## config.mk

```make
export PLATFORM = sky130hd
export DESIGN_NAME = cpu_bus_arbiter
export DESIGN_NICKNAME = d
export VERILOG_FILES = /design/src/rtl/cpu_bus_pkg.sv /design/src/rtl/cpu_bus_mux.sv /design/src/rtl/cpu_bus_arbiter.sv
export SDC_FILE = /design/constraint.sdc
export NUM_CORES = 1
export LEC_CHECK = 0
export ABC_AREA = 0
export CORE_ASPECT_RATIO = 0.6
export CORE_MARGIN = 10
export CORE_UTILIZATION = 21
export DETAILED_ROUTE_END_ITERATION = 10
export PLACE_DENSITY = 0.78
export SYNTH_ARGS = -nofsm -noshare
export SYNTH_HDL_FRONTEND = slang
export SYNTH_SLANG_ARGS = --single-unit
```

## constraint.sdc

```tcl
create_clock -name clk -period 1.55 [get_ports clk]
set_clock_uncertainty 0.2 [all_clocks]
set_input_delay 0.2325 -clock clk [delete_from_list [all_inputs] [get_ports clk]]
set_output_delay 0.2325 -clock clk [all_outputs]
set_load 0.02 [all_outputs]
```

## src/rtl/cpu_bus_pkg.sv

```systemverilog
// Shared definitions for the CPU bus arbiter: FSM state encodings, requester
// indices, default bus widths and a state-to-grant decode helper.
package cpu_bus_pkg;

    localparam int unsigned DEF_ADDR_W = 16;
    localparam int unsigned DEF_DATA_W = 8;
    localparam int unsigned N_REQ      = 3;
    localparam int unsigned ST_W       = 3;

    // FSM state encodings
    localparam logic [2:0] ST_IDLE    = 3'd0;
    localparam logic [2:0] ST_OWN_DMA = 3'd1;
    localparam logic [2:0] ST_OWN_IRQ = 3'd2;
    localparam logic [2:0] ST_OWN_IE  = 3'd3;
    localparam logic [2:0] ST_GAP     = 3'd4;

    // Requester indices into the grant vector
    localparam logic [1:0] DMA = 2'd0;
    localparam logic [1:0] IRQ = 2'd1;
    localparam logic [1:0] IE  = 2'd2;

    // One-hot grant vector owned by a given state; zero in IDLE and GAP
    function automatic logic [N_REQ-1:0] gnt_of_state(input logic [ST_W-1:0] st);
        logic [N_REQ-1:0] g;
        g = '0;
        case (st)
            ST_OWN_DMA: g[DMA] = 1'b1;
            ST_OWN_IRQ: g[IRQ] = 1'b1;
            ST_OWN_IE:  g[IE]  = 1'b1;
            default:    g      = '0;
        endcase
        return g;
    endfunction

endpackage

```

## src/rtl/cpu_bus_mux.sv

```systemverilog
// Combinational 3:1 bus mux keyed by the registered grant vector.
// Ports:
//   gnt                       grant vector, one-hot or all-zero (index DMA/IRQ/IE)
//   dma_* / irq_* / ie_*      requester address, write data, write enable
//   addr_c / wdata_c / we_c   selected bus signals; all zero when no grant is active
module cpu_bus_mux
    import cpu_bus_pkg::*;
#(
    parameter int unsigned ADDR_W = DEF_ADDR_W,
    parameter int unsigned DATA_W = DEF_DATA_W
) (
    input  logic [N_REQ-1:0]  gnt,
    input  logic [ADDR_W-1:0] dma_addr,
    input  logic [DATA_W-1:0] dma_wdata,
    input  logic              dma_we,
    input  logic [ADDR_W-1:0] irq_addr,
    input  logic [DATA_W-1:0] irq_wdata,
    input  logic              irq_we,
    input  logic [ADDR_W-1:0] ie_addr,
    input  logic [DATA_W-1:0] ie_wdata,
    input  logic              ie_we,
    output logic [ADDR_W-1:0] addr_c,
    output logic [DATA_W-1:0] wdata_c,
    output logic              we_c
);

    // Grant is one-hot, so the if-chain order carries no priority meaning
    always_comb begin
        addr_c  = '0;
        wdata_c = '0;
        we_c    = 1'b0;
        if (gnt[DMA]) begin
            addr_c  = dma_addr;
            wdata_c = dma_wdata;
            we_c    = dma_we;
        end else if (gnt[IRQ]) begin
            addr_c  = irq_addr;
            wdata_c = irq_wdata;
            we_c    = irq_we;
        end else if (gnt[IE]) begin
            addr_c  = ie_addr;
            wdata_c = ie_wdata;
            we_c    = ie_we;
        end
    end

endmodule

```

## src/rtl/cpu_bus_arbiter.sv

```systemverilog
// CPU memory bus arbiter for the OAM DMA engine, interrupt handler and
// instruction engine. Non-preemptive fixed priority (DMA > IRQ > IE), a dead
// GAP cycle on every ownership change, and DMA grants aligned so the first
// DMA-owned cycle is always an even CPU cycle.
// Ports:
//   clk, rst                       clock, asynchronous active-low reset
//   {dma,irq,ie}_req/addr/wdata/we requester bus requests and payloads
//   {dma,irq,ie}_gnt               registered grants, one-hot or all-zero
//   halt_ie, halt_irq              stall outputs: requesting but not granted
//   mem_addr/mem_wdata/mem_we      bus to the CPU address space
//   mem_rdata -> rdata             read data broadcast to all masters
//   cyc_par                        CPU cycle parity, toggles every clk
module cpu_bus_arbiter
    import cpu_bus_pkg::*;
#(
    parameter int unsigned ADDR_W = DEF_ADDR_W,
    parameter int unsigned DATA_W = DEF_DATA_W
) (
    input  logic              clk,
    input  logic              rst,
    input  logic              dma_req,
    input  logic [ADDR_W-1:0] dma_addr,
    input  logic [DATA_W-1:0] dma_wdata,
    input  logic              dma_we,
    input  logic              irq_req,
    input  logic [ADDR_W-1:0] irq_addr,
    input  logic [DATA_W-1:0] irq_wdata,
    input  logic              irq_we,
    input  logic              ie_req,
    input  logic [ADDR_W-1:0] ie_addr,
    input  logic [DATA_W-1:0] ie_wdata,
    input  logic              ie_we,
    output logic              dma_gnt,
    output logic              irq_gnt,
    output logic              ie_gnt,
    output logic              halt_ie,
    output logic              halt_irq,
    output logic [ADDR_W-1:0] mem_addr,
    output logic [DATA_W-1:0] mem_wdata,
    output logic              mem_we,
    input  logic [DATA_W-1:0] mem_rdata,
    output logic [DATA_W-1:0] rdata,
    output logic              cyc_par
);

    logic [ST_W-1:0]  state_q,   state_d;
    logic [N_REQ-1:0] gnt_q,     gnt_d;
    logic             cyc_par_q, cyc_par_d;

    // State, grant and parity registers; reset drops grants asynchronously
    always_ff @(posedge clk or negedge rst) begin
        if (!rst) begin
            state_q   <= ST_IDLE;
            gnt_q     <= '0;
            cyc_par_q <= 1'b0;
        end else begin
            state_q   <= state_d;
            gnt_q     <= gnt_d;
            cyc_par_q <= cyc_par_d;
        end
    end

    // Next-state logic; owners are never preempted, decisions happen only in IDLE/GAP
    always_comb begin
        state_d   = state_q;
        cyc_par_d = ~cyc_par_q;
        case (state_q)
            ST_IDLE, ST_GAP: begin
                if (dma_req) begin
                    // Entering on an odd cycle makes the first DMA-owned cycle even.
                    // Holding here blocks lower requesters so DMA cannot starve.
                    state_d = cyc_par_q ? ST_OWN_DMA : ST_IDLE;
                end else if (irq_req) begin
                    state_d = ST_OWN_IRQ;
                end else if (ie_req) begin
                    state_d = ST_OWN_IE;
                end else begin
                    state_d = ST_IDLE;
                end
            end
            ST_OWN_DMA: if (!dma_req) state_d = ST_GAP;
            ST_OWN_IRQ: if (!irq_req) state_d = ST_GAP;
            ST_OWN_IE:  if (!ie_req)  state_d = ST_GAP;
            default:    state_d = ST_IDLE;
        endcase
        gnt_d = gnt_of_state(state_d);
    end

    assign dma_gnt = gnt_q[DMA];
    assign irq_gnt = gnt_q[IRQ];
    assign ie_gnt  = gnt_q[IE];
    assign cyc_par = cyc_par_q;

    // Stalls are combinational so a master halts in the same cycle it requests
    assign halt_ie  = ie_req  && !gnt_q[IE];
    assign halt_irq = irq_req && !gnt_q[IRQ];

    // Synchronous memory already delivers data one cycle after the address
    assign rdata = mem_rdata;

    cpu_bus_mux #(
        .ADDR_W (ADDR_W),
        .DATA_W (DATA_W)
    ) u_mux (
        .gnt       (gnt_q),
        .dma_addr  (dma_addr),
        .dma_wdata (dma_wdata),
        .dma_we    (dma_we),
        .irq_addr  (irq_addr),
        .irq_wdata (irq_wdata),
        .irq_we    (irq_we),
        .ie_addr   (ie_addr),
        .ie_wdata  (ie_wdata),
        .ie_we     (ie_we),
        .addr_c    (mem_addr),
        .wdata_c   (mem_wdata),
        .we_c      (mem_we)
    );

endmodule
```

=== After elaboration in Yosys (flattened, before gate mapping) ===
Index checks and enable logic that the tools add are counted.

* Flip-flop bits (word level): 7
* Bits of input ports: 88
* Word-level logic and storage cells: 37

* Eq/ne operators: 7
* Muxes and demuxes: 20
* Bitwise gates (word level): 1
* Reduce and logical (&&, ||, !) cells: 6

{| class="wikitable"
|+ Operators by type and width
! cell !! number
|-
| 16-bit 2-to-1 mux || 3
|-
| 8-bit 2-to-1 mux || 3
|-
| 3-bit by 2-bit == test with 1-bit output (second input constant) || 4
|-
| 3-bit one-hot mux with 4 select lines || 1
|-
| 3-bit 2-to-1 mux || 3
|-
| 1-bit 2-to-1 mux || 7
|-
| 3-bit by 1-bit == test with 1-bit output (second input constant) || 2
|-
| 2-bit 2-to-1 mux || 3
|-
| 3-bit == test (second input constant) || 1
|-
| 3-bit logical NOT || 1
|-
| 1-bit logical AND || 2
|-
| 1-bit logical NOT || 2
|-
| 2-bit OR reduction || 1
|-
| 1-bit NOT || 1
|}

=== Logic depth before layout (Yosys ltp) ===
Gate-level depths: netlist of the first run.

* Word-level depth: 6
* Depth in mapped cells: 6
* Mapped depth without buffers: 4

=== Modules after synthesis ===
From an unflattened synthesis of the first run, not the netlist that was laid out.

* Cells, all modules: 148
* Area, all modules: 1032.2 um2

{| class="wikitable"
|+ By module, submodules not included
! module !! times used !! cells an instance !! area each (um2) !! sequential area each (um2)
|-
| cpu_bus_mux || 1 || 113 || 659.4 || 0.0
|-
| cpu_bus_arbiter || 1 || 35 || 372.9 || 175.2
|}

=== Least setup slack after synthesis of the first run ===
No wires, ideal clock.

* Kind: reg2out
* From: reg gnt_q[1]
* To: out mem_addr[12]
* Arrival time: 1.677 ns
* Slack: -0.559 ns
* Cell stages (with the launch flop): 7
* Path buffers: 3
* Cells stage by stage: dfrtp_1 > buf_2 > nor2b_1 > clkbuf_1 > buf_2 > a22oi_1 > o21ai_0

* Longest elaborated chain between the ends: 2

{| class="wikitable"
|+ RTL lines
! item !! line !! text
|-
| from (decl) || cpu_bus_arbiter.sv:47 || <nowiki>logic [N_REQ-1:0] gnt_q, gnt_d;</nowiki>
|-
| from (signal assigned) || cpu_bus_arbiter.sv:58 || <nowiki>gnt_q <= gnt_d;</nowiki>
|-
| 16-bit 2-to-1 mux || cpu_bus_mux.sv:36 || <nowiki>end else if (gnt[IRQ]) begin</nowiki>
|-
| 16-bit 2-to-1 mux || cpu_bus_mux.sv:32 || <nowiki>if (gnt[DMA]) begin</nowiki>
|-
| to (decl) || cpu_bus_arbiter.sv:38 || <nowiki>output logic [ADDR_W-1:0] mem_addr,</nowiki>
|}

No other way between the ends.

=== Worst setup path in the final report of the first run ===
* From: reg gnt_q[1]
* To: out mem_addr[11]

The elaborated chain is that of the path after synthesis.

==> summary.md, run 1 <==
| Metric | Value |
|---|---|
| FF/Latch Area | 178 sq um |
| CTS Root Cell | clkbuf_8 |
| Antenna cells | 0 |
| CTS tree | done |
| Failing checks | negative setup slack |
| First-pass GRT wire length | 7.13 mm |
| Full die area | 7100 sq um |
| Peak VDD IR | 1.00 mV |
| Worst r2r src | state_q[0] |
| Share of post-route cells with drive strength above 1 | 0.365 |
| Clock slew at reported path FFs | 0.04 ns |
| Detailed-route DRC error count | 0 |
| Port Buffers | 110 |
| WP data arrival | 1.33 ns |
| FP Rows | 17 |
| Initial drt markers | 47 |
| Startpoint types | flop |
| Final hold slack | 0.0749 ns |
| Initial antenna violation count | 0 |
| First-pass DRT Iterations | 4 |
| Power Total | 3.17 mW |
| CTS Buf Count | 3 |
| Max Fanout on Critical Path | 9 |
| Hold_buf cts | 0 |
| DPL Wire Length | 4.02 mm |
| Synth cell types | 23 |
| Final hold violation count | 0 |
| TritonCTS Sinks | 7 |
| Post-Synth Simple-Gate Area | 0.228 |
| Nets | 330 |
| Cell Area, Synth | 855 sq um |
| Max-slew violations | 0 |
| Synth area leaders | a22oi_1 (22%), dfrtp_1 (20%), o21ai_0 (15%) |
| Xor and xnor area share after synthesis | 0 |
| Post-Synth Adder-Cell Area | 0 |
| Most area-hungry cell type in the Yosys netlist | a22oi_1 |
| Total gr overflow | 0 |
| DR vias | 1,391 |
| Final setup viols | 26 |
| Max_cap viols | 0 |
| Gr usage total | 0.122 |
| Post-layout min period | 1.76 ns |
| DR WL/cell | 16.3 microns |
| Unrepaired setup endpoints after global routing | true |
| Boundary Pins | 127 |
| Slew margin rel. | 0.785 |
| Antenna-violating nets left | 0 |
| FILL cells | 344 |
| Power Dens Cells | 1370 nW/um^2 |
| Footprint of the multi-input gates | 718 sq um |
| Die Width | 102 microns |
| Final GP Congestion | 0.743 |
| Yosys reg bits | 7 |
| Initial core utilization | 0.226 |
| CP Class | reg -> out |
| Number of global-route vias before repair | 1,322 |
| Largest family of logic cells by synthesized area | compound AO/OA/AOI/OAI gates |
| Setup TNS | -4.81 ns |
| Setup crit start | gnt_q[1] |
| Yosys top cell area share | 0.220 |
| Largest net degree at the start of global routing | 19 |
| Mapped Nets | 216 |
| Mux contribution to synthesized area | 0 |
| Register area share after synthesis | 0.205 |
| Clk buf depth | 2 |
| H-tree depth | 1 |
| CP endpoint kind | primary output |
| Post-synthesis compound-gate area fraction | 0.435 |
| Cells after synthesis | 128 |
| Layout area overhead | 171% |
| Vias per inst | 4.83 |
| Tcrit/Tclk final | 1.14 |
| Status | finished with violations |
| Die height | 69.4 microns |
| Worst Path Required | 1.12 ns |
| Final WS setup | -0.210 ns |
| Pre-CTS setup slack | -0.481 ns |
| R2R depth | 3 |
| Synth warnings | 0 |
| Mapped Avg Cell Area | 6.68 sq um |
| Max frequency | 568 MHz |
| Worst slew pin tran | 0.322 ns |
| Worst-Skew Late Latency | 0.22 ns |
| Core Box Area | 3790 sq um |
| Total wire length | 4.70 mm |
| Worst min-delay path class | in -> async |
| P_leak | 0.952 nW |
metal layers:
layer  vias to the layer above  wire length (microns)  share of wire  track usage
met2                        59                   2230           0.48        0.208
met1                       638                   2060           0.44        0.148
met4                         0                     19         0.0040      0.00926
li1                        690                      -              -            -
met3                         4                    379          0.081       0.0446
met5                         -                      0              0            0
cell usage after synthesis:
cell type,instances
nor3_1,1
nand2_1,29
a21oi_1,1
and3b_1,2
nor2b_1,5
a22oi_1,25
and2_1,1
a211o_1,2
inv_1,2
a31oi_1,1
o21ai_0,26
nor3b_1,1
a211oi_2,1
or3b_1,1
dfrtp_1,7
clkbuf_1,7
buf_1,1
buf_2,3
buf_4,8
o21a_1,1
nor2_1,1
nand2b_1,1
o21ai_1,1
critical path: stages, from the launching register on:
cell and delay, ns:
dfrtp_2 0.42, nor2b_4 0.16, buf_6 0.15, a22oi_1 0.08
o21ai_2 0.15, buf_6 0.13
sequential cells by signal, indices dropped and copies added (netlist names):
register,flops
gnt_q,3
state_q,3
cyc_par,1
where the power goes:
group | leakage [nW] | internal [mW] | switching [mW]
Clock | 0.0228 | 0.177 | 0.0699
Sequential | 0.0855 | 0.247 | 0.0847
Combinational | 0.844 | 1.34 | 1.25
placed cells by master, fill, tap and decap left out, drive strengths merged, types with 2 or more instances in the layout:
cell / instances
inv: 2
o21ai: 27
dfrtp: 7
clkbuf: 4
buf: 45
dlygate4sd2: 6
clkdlybuf4s50: 76
nor2b: 5
nand2: 29
a211o: 2
and3b: 2
a22oi: 25
metrics by stage:
stage                util  instance area (sq um)  std cells
floorplan               -                    991        128
global placement    0.571                   2160        281
detailed placement  0.571                   2160        281
CTS                 0.600                   2270        287
global route        0.612                   2320        288
finish              0.612                   2320        288
final timing paths:
path                            slack [ns]           end
worst max-delay path                 -0.21  mem_addr[11]
worst min register to register        0.26       cyc_par
worst min-delay path                  0.07      gnt_q[2]
worst max register to register        0.15      gnt_q[2]
min in group clk                      0.26       cyc_par
max in group asynchronous             0.82      gnt_q[1]
final cells by class:
class / count / share of cell area
repair buffers: 128 / 0.566
multi-input cells: 100 / 0.310
flip-flops and latches: 7 / 0.0766
well taps: 47 / 0.0254
clock buffers: 4 / 0.0194
inverters: 2 / 0.00324
repair_timing:
| item | in CTS | in global routing |
|---|---|---|
| endpoints found under the setup margin | 33 | 28 |
| pin swaps | 7 | 3 |
| gates cloned | 1 | 0 |
| setup buffers | 1 | 1 |
| resized for setup | 168 | 14 |
cell families (layout without fill, tap and decap cells):
logic type      Yosys count  in the layout
simple gates             42             42
flops                     7              7
buf+inv                  21            134
compound gates           58             58
Power figures use the tool's default switching activity.
==> run 2, diff against run 1 <==
- HOLD_SLACK_MARGIN: default -> 0.05
==> results of run 2 <==
No change in the layout: final DEF, timing and power equal those of run 1.
